[src/rtl/count_frame_packer_if.sv]
// count_frame_packer_if: byte-stream valid/ready link from the frame packer to the telemetry stage
interface count_frame_packer_if;
    logic [7:0] tx_data;
    logic       tx_valid;
    logic       tx_ready;
    logic       tx_last;
    modport master(output tx_data, tx_valid, tx_last, input tx_ready);
    modport slave(input tx_data, tx_valid, tx_last, output tx_ready);
endinterface

[src/rtl/count_frame_packer.sv]
// count_frame_packer: snapshots the count words on a cnt_done rise and streams them as hi/lo bytes plus an 8-bit sum
module count_frame_packer #(
    parameter int NWORDS = 53,
    parameter int WWIDTH = 10
) (
    input  logic                     clk50,
    input  logic                     rst,
    input  logic [NWORDS*WWIDTH-1:0] counts_flat,
    input  logic                     cnt_done,
    count_frame_packer_if.master     tx,
    output logic                     busy,
    output logic                     overrun,
    input  logic                     ovr_clr,
    output logic [15:0]              frame_cnt
);
    localparam int IW = $clog2(NWORDS);
    localparam logic [IW-1:0] LAST = IW'(NWORDS - 1);
    typedef enum logic [1:0] {IDLE, SEND_HI, SEND_LO, SEND_CSUM} state_t;
    state_t                   state;
    logic [NWORDS*WWIDTH-1:0] snap;
    logic [WWIDTH-1:0]        words [NWORDS];
    logic [WWIDTH-1:0]        cur;
    logic [WWIDTH-1:0]        nxt;
    logic [IW-1:0]            idx;
    logic [IW-1:0]            idx_n;
    logic [7:0]               csum;
    logic                     done_d;
    logic                     req;
    logic                     fire;
    for (genvar i = 0; i < NWORDS; i++) begin : g_w
        assign words[i] = snap[i*WWIDTH +: WWIDTH];
    end
    always_comb begin
        req   = cnt_done & ~done_d;
        fire  = tx.tx_valid & tx.tx_ready;
        idx_n = (idx == LAST) ? idx : idx + 1'b1;
        cur   = words[idx];
        nxt   = words[idx_n];
        busy  = state != IDLE;
    end
    always_ff @(posedge clk50 or posedge rst) begin
        if (rst) begin
            state       <= IDLE;
            snap        <= '0;
            idx         <= '0;
            csum        <= '0;
            done_d      <= 1'b1;
            overrun     <= 1'b0;
            frame_cnt   <= '0;
            tx.tx_data  <= '0;
            tx.tx_valid <= 1'b0;
            tx.tx_last  <= 1'b0;
        end else begin
            done_d <= cnt_done;
            if (req && state != IDLE) overrun <= 1'b1;
            else if (ovr_clr) overrun <= 1'b0;
            case (state)
                IDLE: if (req) begin
                    snap        <= counts_flat;
                    idx         <= '0;
                    csum        <= '0;
                    tx.tx_data  <= {6'b0, counts_flat[WWIDTH-1:8]};
                    tx.tx_valid <= 1'b1;
                    state       <= SEND_HI;
                end
                SEND_HI: if (fire) begin
                    csum       <= csum + tx.tx_data;
                    tx.tx_data <= cur[7:0];
                    state      <= SEND_LO;
                end
                SEND_LO: if (fire) begin
                    csum <= csum + tx.tx_data;
                    if (idx == LAST) begin
                        tx.tx_data <= csum + tx.tx_data;
                        tx.tx_last <= 1'b1;
                        state      <= SEND_CSUM;
                    end else begin
                        idx        <= idx_n;
                        tx.tx_data <= {6'b0, nxt[WWIDTH-1:8]};
                        state      <= SEND_HI;
                    end
                end
                SEND_CSUM: if (fire) begin
                    tx.tx_valid <= 1'b0;
                    tx.tx_last  <= 1'b0;
                    tx.tx_data  <= '0;
                    frame_cnt   <= frame_cnt + 1'b1;
                    state       <= IDLE;
                end
                default: state <= IDLE;
            endcase
        end
    end
endmodule

[src/flat_wrapper.sv]
// flat-port wrapper written by rule: the top's interface ports become plain ports
module count_frame_packer_flat 
#(
    parameter int NWORDS = 53,
    parameter int WWIDTH = 10
)
  (clk50, rst, counts_flat, cnt_done, busy, overrun, ovr_clr, frame_cnt, tx_tx_data, tx_tx_valid, tx_tx_last, tx_tx_ready);
  count_frame_packer_if tx_i ();
  input  logic clk50;
  input  logic rst;
  input  logic [NWORDS*WWIDTH-1:0] counts_flat;
  input  logic cnt_done;
  output logic busy;
  output logic overrun;
  input  logic ovr_clr;
  output logic [15:0] frame_cnt;
  output wire logic [$bits(tx_i.tx_data)-1:0] tx_tx_data;
  output wire logic [$bits(tx_i.tx_valid)-1:0] tx_tx_valid;
  output wire logic [$bits(tx_i.tx_last)-1:0] tx_tx_last;
  input wire logic [$bits(tx_i.tx_ready)-1:0] tx_tx_ready;
  assign tx_tx_data = tx_i.tx_data;
  assign tx_tx_valid = tx_i.tx_valid;
  assign tx_tx_last = tx_i.tx_last;
  assign tx_i.tx_ready = tx_tx_ready;
  count_frame_packer #(.NWORDS(NWORDS), .WWIDTH(WWIDTH)) u_core (.clk50(clk50), .rst(rst), .counts_flat(counts_flat), .cnt_done(cnt_done), .tx(tx_i), .busy(busy), .overrun(overrun), .ovr_clr(ovr_clr), .frame_cnt(frame_cnt));
endmodule
[config.mk]
export PLATFORM = sky130hd
export DESIGN_NAME = count_frame_packer_flat
export DESIGN_NICKNAME = d
export VERILOG_FILES = /design/src/rtl/count_frame_packer_if.sv /design/src/rtl/count_frame_packer.sv /design/src/flat_wrapper.sv
export SDC_FILE = /design/constraint.sdc
export NUM_CORES = 2
export LEC_CHECK = 0
export ABC_CLOCK_PERIOD_IN_PS = 29500
export CAP_MARGIN = 20
export CORE_ASPECT_RATIO = 0.6
export CORE_MARGIN = 2
export CORE_UTILIZATION = 52
export CTS_BUF_LIST = sky130_fd_sc_hd__clkbuf_4 sky130_fd_sc_hd__clkbuf_8 sky130_fd_sc_hd__clkbuf_16
export CTS_CLUSTER_DIAMETER = 150
export CTS_CLUSTER_SIZE = 16
export DETAILED_ROUTE_END_ITERATION = 10
export PLACE_DENSITY = 0.86
export SYNTH_ARGS = -nofsm -noshare
export SYNTH_HDL_FRONTEND = slang
export SYNTH_SLANG_ARGS = --single-unit
[constraint.sdc]
create_clock -name clk50 -period 29.5 [get_ports clk50]
set_clock_uncertainty 0.15 [all_clocks]
set_input_delay 7.375 -clock clk50 [delete_from_list [all_inputs] [get_ports clk50]]
set_output_delay 7.375 -clock clk50 [all_outputs]
set_load 0.03 [all_outputs]
Yosys cells after proc, flatten, opt, wreduce, memory -nomap -nowiden --
Index checks and enable logic that the tools add are counted.
Storage, ports and cells: word-level logic and storage cells 81, memories kept 0, ROM bits 0, register bits 574, memory bits (writable) 0, bits in latches 0, output and inout bits 28
Cells by class: shifts and indexed selects 0, bitwise gates (word level) 5, multiply operators 0, mux-type cells 34, reduce and logical (&&, ||, !) cells 16, $lt $le $gt $ge 2, eq/ne operators 11, div/mod/pow operators 0, $add $sub $neg 3
Operators by type and width (number):
- 10-bit binary-select mux with 6-bit select | 2
- 8-bit 2-to-1 mux | 9
- 8-bit case mux with 4 select lines | 1
- 6-bit 2-to-1 mux | 4
- 10-bit 2-to-1 mux | 2
- 16-bit by 1-bit adder with 16-bit output, second input constant | 1
- 8-bit case mux with 2 select lines | 1
- 7-bit >= comparator, second input constant | 2
- 6-bit NOT with 7-bit output | 2
- 2-bit by 1-bit inequality test with 1-bit output, second input constant | 6
- 6-bit case mux with 2 select lines | 1
- 4-bit AND reduction | 3
- 2-bit nonzero test | 6
- 2-bit 2-to-1 mux | 5
- 8-bit adder | 1
- 2-bit case mux with 4 select lines | 1
- 6-bit by 1-bit adder with 6-bit output, second input constant | 1
- 6-bit == test, second input constant | 1
- 1-bit 2-to-1 mux | 6
- 3-bit AND reduction | 2
- 2-bit == test, second input constant | 2
- 1-bit case mux with 2 select lines | 2
- 2-bit AND reduction | 2
- 1-bit AND | 2
- other kinds (6) | 6

Depth between registers and ports, before layout --
word-level depth 9, depth in mapped cells 18, depth with buffers taken out 10

Least setup slack after synthesis --
Ideal clock, no wire load.
path type input-to-reg, start input cnt_done, end register u_core.snap[167], stages on the path 7, setup slack 20768 ps, arrival time 8517 ps, library setup time 65 ps, cells stage by stage nand2b_1 nor2_1 clkbuf_1 clkbuf_1 clkbuf_1 nand2_1 nand2_1
On the way: cells in the longest elaborated chain, start to end 2
RTL lines:
- from (decl) | RTL line flat_wrapper.sv:12 | input logic cnt_done;
- 1-bit AND | RTL line count_frame_packer.sv:34 | req = cnt_done & ~done_d;
- 2-bit AND reduction (no line)
- to (signal assigned) | RTL line count_frame_packer.sv:59 | snap <= counts_flat;
- to (decl) | RTL line count_frame_packer.sv:20 | logic [NWORDS*WWIDTH-1:0] snap;
Every way passes these cells. A chain may end at the register's enable or synchronous reset.

Final worst setup path --
start input cnt_done, end register u_core.snap[262]
Same word-level chain as after synthesis.

==> flow_summary.toml <==
[status]
outcome = "complete, no violations"

[hold_path]
hold_path_class = "reg -> reg"

[routing]
vias = 22400
final_antenna_net_count = 0
routed_wl_um = 82600
wl_per_cell_um = 20.5
drtIter0Drc = 2622
remaining_drc_errors = 0
viasPerCell = 5.54
first_pass_iters = 6

[sta]
max_slew_margin_pct = 16.6
period_share_pct = 36.6
hold_viol_final = 0
fin_crit_ns = 10.79
worstMarginPinSlew_ns = 1.25
slew_violations = 0
rsz0062_at_grt = "false"
setup_viol = 0
fmaxAchievable_mhz = 92.7
tns_ns = 0

[layout]
drive_gt1_share_pct = 6.69
fillers = 3853
seqCellArea_sq_um = 14400
area_delta_synth_final_pct = 26.9
multi_input_area_sq_um = 11300
fin_util_pct = 66.4
nNetsFinal = 3874

[floorplanning]
initial_utilization_pct = 52.3
ios = 563
dieArea_sq_um = 52900
die_h_um = 179
fp.dieW_um = 296
rows = 64
core_sq_um = 50700

[cts]
cts_root_buffer = "clkbuf_16"
clkSlewWorstSetupHoldPaths_ns = 0.07
postCtsSetupBuffers = 0
clock-sinks = 574
ctsHoldBuffers = 0
cts_buffer_depth = 3
insertion_delay_ns = 0.56
ctsResizeCount = 0
cts_made_buffers = 41
h-tree-depth = 2
cts_tree = "yes"

[synthesis]
ys_seq_area_share_pct = 54.2
synth.most_common_cell = "nand2_1"
async_reset_ff_share_pct = 100
dominantRegCellSynth = "dfrtp_1"
synth.distinct_cells = 62
synth_edf_count = 0
yosys-top-cells-count = "1692 x nand2_1, 573 x dfrtp_1, 139 x clkbuf_1, 130 x mux4_2"
syn_area_per_cell_sq_um = 9.25
yosys.area.top_type = "dfrtp_1"
yosysTopAreaCellShare_pct = 54.1
syn_inst = 2869
synth_seq_cells = 574
netlist_area_sq_um = 26500
ys_warn_count = 0
netlist_top_cells_area = "dfrtp_1 54%, nand2_1 24%, mux4_2 11%"
syn-num-nets = 3419

[pwr]
p_per_area_nw_per_um2 = 90.5
p_leak_nw = 16.3
peakVddDrop_mv = 0.0629

[setup_path]
worstPathRequired_ns = 29.83
cp-end-kind = "flop"
arrival_ns = 11.12
start_kind = "input pin"
crit_type = "in -> reg"
cp_max_fo = 250

[global_route]
grt_use_total_pct = 31.2
grt-ovfl-total = 0
antenna_found_initial = 14
grt_first_pass_wirelength_um = 125000
grt_pass1_vias = 22000
grt_max_degree = 251

[placed_design]
portBuffers = 562
place_congestion = 0.890
dp.final_hpwl_um = 59100

[job]
cap_violations = 0
## metrics by stage
step                cell area, sq um  setup WS, ns  power (W)  std cells  hold WS [ns]
floorplan                      26500          5.92    0.00208       2869         0.288
finish                         33700         18.71    0.00305       4037         0.323
CTS                            33600         18.87    0.00304       4025         0.325
global route                   33700         18.51    0.00323       4037         0.331
detailed placement             32500         18.35    0.00249       3973         0.304
global placement               32500         18.42    0.00244       3973         0.302
## cell usage in the layout (no fill, tap or decap), types with 6 or more instances in the layout
master	n
diode_2	11
inv_1	25
clkbuf_16	43
ha_1	14
o22ai_1	9
mux4_2	130
a22oi_1	9
clkdlybuf4s50_1	562
nand2_1	1692
clkbuf_4	7
o31ai_1	10
nand3_1	22
xnor2_1	20
nor2_1	21
mux2i_1	27
dfrtp_1	570
o21ai_0	16
nor3_1	6
xor2_1	6
buf_4	21
a32oi_1	9
nand4_1	7
a21oi_1	26
## cell families after synthesis
kind of cell | count (synthesis) | share of synthesized area [%]
xor gates and xnor gates | 26 | 0.858
muxes | 158 | 12.1
adders and majority gates | 15 | 0.736
and+or+nand+nor | 1774 | 25.6
buffers and inverters | 201 | 3.34
AOI/OAI and AO/OA | 121 | 3.18
DFF | 574 | 54.2
## worst paths after layout
check,endpoint,depth (start not counted),from,slack [ns]
worst max-delay path,u_core.snap[262]$_DFFE_PP0P_,7,cnt_done,18.71
worst min-delay path,u_core.snap[73]$_DFFE_PP0P_,2,u_core.snap[73]$_DFFE_PP0P_,0.32
worst max register to register,u_core.snap[262]$_DFFE_PP0P_,8,u_core.state[0]$_DFFE_PP0P_,25.05
worst min register to register,u_core.snap[73]$_DFFE_PP0P_,2,u_core.snap[73]$_DFFE_PP0P_,0.32
max in group asynchronous,u_core.snap[406]$_DFFE_PP0P_,4,rst,19.70
min in group asynchronous,u_core.snap[304]$_DFFE_PP0P_,2,rst,7.20
## sequential cells by signal, indices dropped and copies added, names as in the netlist
register,cells
u_core.tx.tx_valid,1
u_core.tx.tx_last,1
u_core.tx.tx_data,8
u_core.snap,530
u_core.idx,6
u_core.done_d,1
u_core.frame_cnt,16
u_core.overrun,1
u_core.csum,8
u_core.state,2
## layer usage
| layer | global-route usage, % | wire [um] | up-vias |
|---|---|---|---|
| li1 | - | - | 10100 |
| met1 | 45.0 | 34300 | 11000 |
| met2 | 47.4 | 37800 | 1060 |
| met3 | 5.75 | 7360 | 200 |
| met4 | 12.2 | 3150 | 2 |
| met5 | 0 | 15 | - |
## area by class of cell
type | instances | share of cell area (%)
sequential | 574 | 42.7
multi-input combinational | 2094 | 33.5
timing repair buffer | 586 | 17.4
clock buffer | 51 | 3.39
tap | 693 | 2.58
inverter | 27 | 0.323
antenna | 11 | 0.0818
clock inverter | 1 | 0.0260
## power breakdown
group / internal (W) / switching [W]
logic: 0.000511 / 0.000637
registers: 0.00114 / 0.000220
clock network: 0.000271 / 0.000271
total: 0.00192 / 0.00113
## critical path: stages
cell,delay [ns]
clkdlybuf4s50_1,0.43
nand2b_1,0.22
or2_4,0.81
buf_12,0.67
buf_4,0.88
nand2_1,0.15
nand2_1,0.12
No activity file was read; power rests on OpenSTA's default activity.
